[src/rtl/mul_seq_pkg.sv]
// Shared constants for the shift-add multiply sequencer: FSM encoding,
// counter sizing and the half-width operand mask.
package mul_seq_pkg;

  localparam logic [1:0] ST_IDLE = 2'b00;
  localparam logic [1:0] ST_RUN  = 2'b01;
  localparam logic [1:0] ST_DONE = 2'b10;

  localparam logic [63:0] HALF_MASK = 64'h00000000FFFFFFFF;

  function automatic int cnt_width(input int n);
    return $clog2(n) + 1;
  endfunction

endpackage

[src/rtl/mul_seq_datapath.sv]
// Iteration datapath: accumulator, shifting multiplicand/multiplier and the
// iteration counter. The operand size is captured at load so a run is self-contained.
module mul_seq_datapath
  import mul_seq_pkg::*;
#(
  parameter int N = 64
) (
  input  logic         clock,
  input  logic         reset,
  input  logic         load,
  input  logic         step,
  input  logic         size64,
  input  logic [N-1:0] op_a,
  input  logic [N-1:0] op_b,
  output logic [N-1:0] acc_next,
  output logic         mplier_zero_next,
  output logic         last_iter,
  output logic         wide
);

  localparam int CW = cnt_width(N);
  localparam logic [N-1:0] MASK = N'(HALF_MASK);

  logic [N-1:0]  acc;
  logic [N-1:0]  mcand;
  logic [N-1:0]  mplier;
  logic [N-1:0]  mplier_shift;
  logic [CW-1:0] cnt;
  logic [CW-1:0] limit;

  // Carry-out of the add is dropped: only the low N product bits are kept.
  assign acc_next         = mplier[0] ? (acc + mcand) : acc;
  assign mplier_shift     = mplier >> 1;
  assign mplier_zero_next = (mplier_shift == '0);
  assign limit            = wide ? CW'(N) : CW'(N / 2);
  assign last_iter        = ((cnt + CW'(1)) == limit);

  always_ff @(posedge clock or negedge reset) begin
    if (!reset) begin
      acc    <= '0;
      mcand  <= '0;
      mplier <= '0;
      cnt    <= '0;
      wide   <= 1'b0;
    end else if (load) begin
      acc    <= '0;
      mcand  <= size64 ? op_a : (op_a & MASK);
      mplier <= size64 ? op_b : (op_b & MASK);
      cnt    <= '0;
      wide   <= size64;
    end else if (step) begin
      acc    <= acc_next;
      mcand  <= mcand << 1;
      mplier <= mplier_shift;
      cnt    <= cnt + CW'(1);
    end
  end

endmodule

[src/rtl/mul_sequencer.sv]
// Multiply sequencer replacing the MUL microcode: IDLE/RUN/DONE control,
// product register and the stall/busy/done handshake to the control unit.
module mul_sequencer
  import mul_seq_pkg::*;
#(
  parameter int N          = 64,
  parameter int EARLY_EXIT = 1
) (
  input  logic         clock,
  input  logic         reset,
  input  logic         start,
  input  logic         size64,
  input  logic [N-1:0] op_a,
  input  logic [N-1:0] op_b,
  input  logic         abort,
  output logic         busy,
  output logic         done,
  output logic [N-1:0] result,
  output logic         stall,
  output logic [1:0]   state
);

  localparam logic [N-1:0] MASK = N'(HALF_MASK);

  logic [1:0]   state_q;
  logic         load;
  logic         step;
  logic         finish;
  logic [N-1:0] acc_next;
  logic         mplier_zero_next;
  logic         last_iter;
  logic         wide;

  assign load   = (state_q == ST_IDLE) && start;
  assign step   = (state_q == ST_RUN) && !abort;
  assign finish = step && (last_iter || ((EARLY_EXIT != 0) && mplier_zero_next));

  // Stall is combinational so the control unit freezes in the start cycle itself.
  assign stall = reset && ((state_q == ST_RUN) || load);
  assign busy  = (state_q == ST_RUN);
  assign done  = (state_q == ST_DONE);
  assign state = state_q;

  mul_seq_datapath #(.N(N)) u_datapath (
    .clock            (clock),
    .reset            (reset),
    .load             (load),
    .step             (step),
    .size64           (size64),
    .op_a             (op_a),
    .op_b             (op_b),
    .acc_next         (acc_next),
    .mplier_zero_next (mplier_zero_next),
    .last_iter        (last_iter),
    .wide             (wide)
  );

  always_ff @(posedge clock or negedge reset) begin
    if (!reset) begin
      state_q <= ST_IDLE;
      result  <= '0;
    end else begin
      case (state_q)
        ST_IDLE: if (start) state_q <= ST_RUN;
        ST_RUN: begin
          // Abort wins over a completion landing on the same edge.
          if (abort) begin
            state_q <= ST_IDLE;
          end else if (finish) begin
            state_q <= ST_DONE;
            result  <= wide ? acc_next : (acc_next & MASK);
          end
        end
        ST_DONE: state_q <= ST_IDLE;
        default: state_q <= ST_IDLE;
      endcase
    end
  end

endmodule
[config.mk]
export PLATFORM = sky130hd
export DESIGN_NAME = mul_sequencer
export DESIGN_NICKNAME = d
export VERILOG_FILES = /design/src/rtl/mul_seq_pkg.sv /design/src/rtl/mul_seq_datapath.sv /design/src/rtl/mul_sequencer.sv
export SDC_FILE = /design/constraint.sdc
export NUM_CORES = 1
export LEC_CHECK = 0
export CAP_MARGIN = 5
export CORE_MARGIN = 1
export CORE_UTILIZATION = 51
export DETAILED_ROUTE_END_ITERATION = 10
export PLACE_DENSITY = 0.81
export SYNTH_ARGS = -nofsm -noshare
export SYNTH_HDL_FRONTEND = slang
export SYNTH_SLANG_ARGS = --single-unit
[constraint.sdc]
create_clock -name clock -period 3.2 [get_ports clock]
set_input_delay 0.64 -clock clock [delete_from_list [all_inputs] [get_ports clock]]
set_output_delay 0.64 -clock clock [all_outputs]
set_load 0.02 [all_outputs]
# Yosys cells after proc, flatten, opt, wreduce, memory -nomap -nowiden
# Cells that the tools add are included.
[word_totals]
ff_bits = 266
input_bits = 133
output_inout_bits = 69
word_cells = 44
[op_classes]
add_sub_neg = 2
n_eq_ne = 5
mux = 17
bitwise = 1
reduce_logical = 12
[ops]
columns = ["cell", "count"]
rows = [
  ["64-bit two-way mux", 10],
  ["64-bit adder", 1],
  ["64-bit zero test", 1],
  ["7-bit two-way mux", 3],
  ["7-bit by 1-bit adder with 7-bit output, second input constant", 1],
  ["7-bit == test", 1],
  ["2-bit two-way mux", 3],
  ["1-bit logical AND", 4],
  ["2-bit one-hot mux with 2 select lines", 1],
  ["3-bit by 2-bit inequality test with 1-bit output, second input constant", 1],
  ["3-bit AND reduction", 1],
  ["2-bit by 1-bit == test with 1-bit output, second input constant", 1],
  ["2-bit == test, second input constant", 1],
  ["2-bit zero test", 1],
  ["1-bit logical OR", 2],
  ["2-bit inequality test, second input constant", 1],
  ["2-bit AND reduction", 1],
  ["2-bit nonzero test", 1],
  ["1-bit zero test", 1],
  ["1-bit NOT", 1],
]

# Depth between registers and ports, before layout
[logic_depth]
word_depth = 7
mapped_depth = 13
depth_no_buf = 11

# Hierarchy
# From an unflattened synthesis, not the netlist that was laid out.
[hier_totals]
hier_cells = 1796
area_unflattened_um2 = 16558.4
[modules_own_cells]
columns = ["module", "n_inst", "cells_each", "area_per_inst_um2"]
rows = [
  ["mul_seq_datapath", 1, 1573, 13711.9],
  ["mul_sequencer", 1, 223, 2846.5],
]

# Worst setup path before layout
# Ideal clock, no wire load.
[synth_timing]
kind = "flip-flop to flip-flop"
start = "register u_datapath.mcand[0]"
end = "register u_datapath.acc[52]"
arrival_time_ps = 2945
required_ps = 3079
setup_slack_ps = 134
stages_incl_launch_ff = 11
period_less_slack_ps = 3066
path_cell_list = "dfrtp_1 > ha_1 > fa_1 > a211oi_2 > nor4b_2 > o311ai_0 > nand4_1 > a2111oi_0 > o21ai_0 > xor2_1 > a22o_1"
[synth_via]
elab_chain_len = 4
[synth_rtl]
columns = ["item", "line_no", "text"]
rows = [
  ["start: declaration", "mul_seq_datapath.sv:25", "logic [N-1:0] mcand;"],
  ["start signal: assignment", "mul_seq_datapath.sv:47", "mcand <= size64 ? op_a : (op_a & MASK);"],
  ["start signal: assignment", "mul_seq_datapath.sv:53", "mcand <= mcand << 1;"],
  ["64-bit adder", "mul_seq_datapath.sv:32", "assign acc_next = mplier[0] ? (acc + mcand) : acc;"],
  ["64-bit two-way mux", "mul_seq_datapath.sv:32", ""],
  ["64-bit two-way mux", "mul_seq_datapath.sv:51", "end else if (step) begin"],
  ["64-bit two-way mux", "mul_seq_datapath.sv:45", "end else if (load) begin"],
  ["end signal: assignment", "mul_seq_datapath.sv:52", "acc <= acc_next;"],
  ["end: declaration", "mul_seq_datapath.sv:24", "logic [N-1:0] acc;"],
]
# Every way passes these cells. The select of a mux whose other input is x is not followed.
# A chain may end at the register's enable or synchronous reset.

# Worst setup path after layout
[layout_timing]
start = "register u_datapath.mcand[41]"
end = "register result[58]"
[layout_via]
elab_chain_len = 3
[layout_rtl]
columns = ["item", "line_no", "text"]
rows = [
  ["64-bit adder", "mul_seq_datapath.sv:32", ""],
  ["64-bit two-way mux", "mul_seq_datapath.sv:32", ""],
  ["64-bit two-way mux", "mul_sequencer.sv:71", "result <= wide ? acc_next : (acc_next & MASK);"],
  ["end signal: assignment", "mul_sequencer.sv:71", ""],
  ["end: declaration", "mul_sequencer.sv:18", "output logic [N-1:0] result,"],
]
# Every way passes these cells.

==> results.json <==
{
  "syn_nets": 2142,
  "clk_latency_ns": 0.58,
  "final-seq-area_um2": 6660,
  "avgSynthCellArea_um2": 8.19,
  "dpl_worst_slack_ns": -0.186,
  "die_h_um": 179,
  "fin_cells": 2569,
  "reg2reg_from": "u_datapath.mcand[41]$_DFFE_PN0P_",
  "synth_ff_type": "dfrtp_1",
  "r2r_cells": 12,
  "fin_skew_ns": 0.0293,
  "cpPeakStageDelay_ns": 0.46,
  "synth_warnings": 0,
  "rows": 64,
  "grt_start_max_net_pins": 167,
  "cp.required_ns": 3.67,
  "nets": 2351,
  "ios": 202,
  "netlist_area_um2": 15900,
  "place_area_um2": 18800,
  "gp_congestion": 0.987,
  "cap_viol_max_count": 0,
  "clock-root-buffer": "clkbuf_16",
  "start_util_pct": 51.9,
  "numCtsBuffers": 30,
  "grt_pass1_vias": 15357,
  "synth_top_family_by_area": "compound AO/OA/AOI/OAI gates",
  "cts_htree_levels": 1,
  "num-fill-cells": 2584,
  "cts_tree": "built",
  "worst_pin_slew_ns": 0.939,
  "fin_ws_ns": 0.117,
  "final_util_pct": 65.2,
  "setup_viol": 0,
  "synth-simple-area-share_pct": 21.0,
  "dieWidth_um": 179,
  "final_area_um2": 20000,
  "slew-limit-headroom_pct": 37.4,
  "wl_per_cell_um": 19.5,
  "crit_top_cell": "nand2_1",
  "crit_type": "register to register",
  "cp_max_fo": 5,
  "drc": 0,
  "fin_setup_tns_ns": 0,
  "r2r_end": "result[58]$_DFFE_PN0P_",
  "synth-xor-area-share_pct": 2.59,
  "period_share_pct": 96.4,
  "core_um2": 30700,
  "arrival_ns": 3.55,
  "firstDrtPassIters": 5,
  "vias_per_cell": 6.14,
  "drv_slew": 0,
  "p_per_area_nw_per_um2": 856,
  "hold_end": "result[27]$_DFFE_PN0P_",
  "gr-total-overflow": 0,
  "async_flop_share_pct": 100,
  "fmax_mhz": 324,
  "drt_iter0_markers": 1375,
  "cp-start-kind": "register",
  "synth-edff-count": 0,
  "postSynthCellCount": 1943,
  "multiInputGateArea_um2": 8880,
  "ant_nets": 0,
  "drive_gt1_share_pct": 9.62,
  "cp_slowest_cell": "nor4_1",
  "period_needed_ns": 3.08,
  "placed_cells": 2508,
  "path_clk_slew_ns": 0.06,
  "synth-seq-area-share_pct": 41.8,
  "syn_to_final_growth_pct": 25.6,
  "synth_compound_area_share_pct": 23.3,
  "antenna_found_initial": 1,
  "hold_viol_final": 0,
  "hold_depth": 2,
  "vias": 15780,
  "grt_pass1_wl_um": 79700,
  "rsz0062_at_grt": "true",
  "muxShareOfSynthArea_pct": 2.36,
  "hold_class": "register to register",
  "synth_seq_cells": 266,
  "crit_path_cell_trace": "ha_1, nand2_1, nor2_1, nand4_1, nor4_1, nand2_1, o21ai_1, buf_4, nor2_1, o31ai_2, buf_4, nand2_1",
  "status": "finished, final reports clean",
  "wl_um": 50000,
  "leakage_nw": 8.76,
  "crit_path_end_kind": "register",
  "r2r_setup_slack_ns": 0.12,
  "cts_max_path_buffers": 3,
  "vdd_drop_max_v": 0.000501,
  "hpwl_um": 35700,
  "cts_sinks": 266,
  "synth-adder-area-share_pct": 5.23,
  "dieArea_um2": 31900,
  "track_usage_pct": 31.5,
  "ys_types": 74,
  "port_buffers": 201,
  "hp-start": "result[27]$_DFFE_PN0P_"
}
[metal layers]
metal  part of all wire [%]  track usage (%)  wire, um  vias to the layer above
met2                     46             51.6     22900                      687
met3                    7.5             5.51      3750                      130
met4                    3.7             11.7      1860                        0
met5                      0                0         0                        -
li1                       -                -         -                     7417
met1                     43             41.7     21400                     7546
[power by group]
part / internal, mW / leakage, nW / switching (mW)
clock: 1.97 / 0.470 / 1.45
sequential: 4.14 / 3.36 / 0.781
combinational: 3.62 / 4.93 / 5.16
[synth_stat cells (all sizes together) (15+ instances only)]
library cell / instances / area, um^2
nand2: 439 / 1650
dfrtp: 266 / 6660
a21oi: 174 / 871
a31oi: 151 / 945
o21ai: 147 / 736
nor2: 122 / 458
clkbuf: 107 / 403
ha: 65 / 813
nand3: 51 / 260
nand4: 36 / 225
mux2i: 33 / 330
xnor2: 27 / 236
buf: 24 / 120
nor3: 22 / 110
nor4: 22 / 138
a21o: 21 / 158
xor2: 20 / 175
inv: 19 / 71.3
o21a: 15 / 113
[final cells by class]
cell class                      instances  area share [%]
Clock inverter                          9           0.551
Inverter                               19           0.369
Multi-Input combinational cell       1527            44.4
Clock buffer                           43            4.35
Timing Repair Buffer                  308            14.5
Tap cell                              396            2.48
Sequential cell                       266            33.3
Antenna cell                            1          0.0125
[registers in the layout, indices dropped and copies added (netlist names)]
register,count
u_datapath.wide,1
u_datapath.acc,64
u_datapath.cnt,7
u_datapath.mcand,64
result,64
u_datapath.mplier,64
state,2
[critical path, delay by kind of cell (launching register included)]
family                   cells  cell delay (ns)
buffers and inverters        2             0.36
AO/OA/AOI/OAI                2             0.48
adder cells (fa/ha/maj)      1             0.41
flip-flops                   1             0.41
AND/OR/NAND/NOR              7             1.33
[cells in the final DEF, fill, tap and decap left out, types with 5 or more instances in the layout]
cell type and n:
a211oi_1 6, a21o_1 21, a21oi_1 169, a21oi_2 5, a22o_1 14, a31oi_1 148
and2_1 12, and3_1 8, and4_1 6, buf_12 7, buf_4 99, clkbuf_1 6
clkbuf_16 30, clkbuf_8 7, clkdlybuf4s50_1 199, dfrtp_1 265, ha_1 63, inv_1 18
mux2i_1 32, nand2_1 437, nand2b_1 11, nand3_1 50, nand4_1 36, nor2_1 121
nor2b_1 7, nor3_1 20, nor4_1 22, o211ai_1 9, o21a_1 15, o21ai_0 138
o21ai_1 5, o21bai_1 13, o221ai_1 6, o31ai_1 9, or2_2 5, or3_1 9
xnor2_1 26, xor2_1 20
[worst max path at each step]
stage,from,endpoint,depth (start not counted)
after CTS,u_datapath.mcand[35]$_DFFE_PN0P_,u_datapath.acc[57]$_DFFE_PN0P_,10
after floorplan,u_datapath.mcand[0]$_DFFE_PN0P_,u_datapath.acc[52]$_DFFE_PN0P_,10
after detailed placement,u_datapath.mcand[0]$_DFFE_PN0P_,result[60]$_DFFE_PN0P_,11
final,u_datapath.mcand[41]$_DFFE_PN0P_,result[58]$_DFFE_PN0P_,12
after global placement,u_datapath.mcand[0]$_DFFE_PN0P_,result[60]$_DFFE_PN0P_,11
after global routing,u_datapath.mcand[35]$_DFFE_PN0P_,u_datapath.acc[57]$_DFFE_PN0P_,10
[kinds of logic (layout without fill, tap and decap cells)]
| logic type | after synthesis | after routing |
|---|---|---|
| AND/OR/NAND/NOR | 764 | 764 |
| AO/OA/AOI/OAI | 613 | 613 |
| flip-flops | 266 | 266 |
| buffers and inverters | 150 | 379 |
| adder cells (fa/ha/maj) | 66 | 66 |
| XOR/XNOR | 47 | 47 |
| multiplexers | 37 | 37 |
| other | 0 | 1 |
[stage by stage]
stage | power [mW] | hold WS, ns
6_report | 17.1 | 0.480
5_1_grt | 18.2 | 0.494
4_1_cts | 16.8 | 0.456
3_5_place_dp | 13.3 | 0.472
3_3_place_gp | 13.1 | 0.455
2_1_floorplan | 10.4 | 0.344
[repair_timing]
| item | CTS | global route |
|---|---|---|
| hold buffers | 1 | 0 |
| gates resized for setup | 14 | 36 |
| gates cloned | 0 | 0 |
| buffers inserted | 1 | 6 |
| hold endpoints to repair | 26 | 0 |
| setup endpoints to repair | 17 | 47 |
| pin swaps | 6 | 13 |
(Power assumes the default switching activity.)
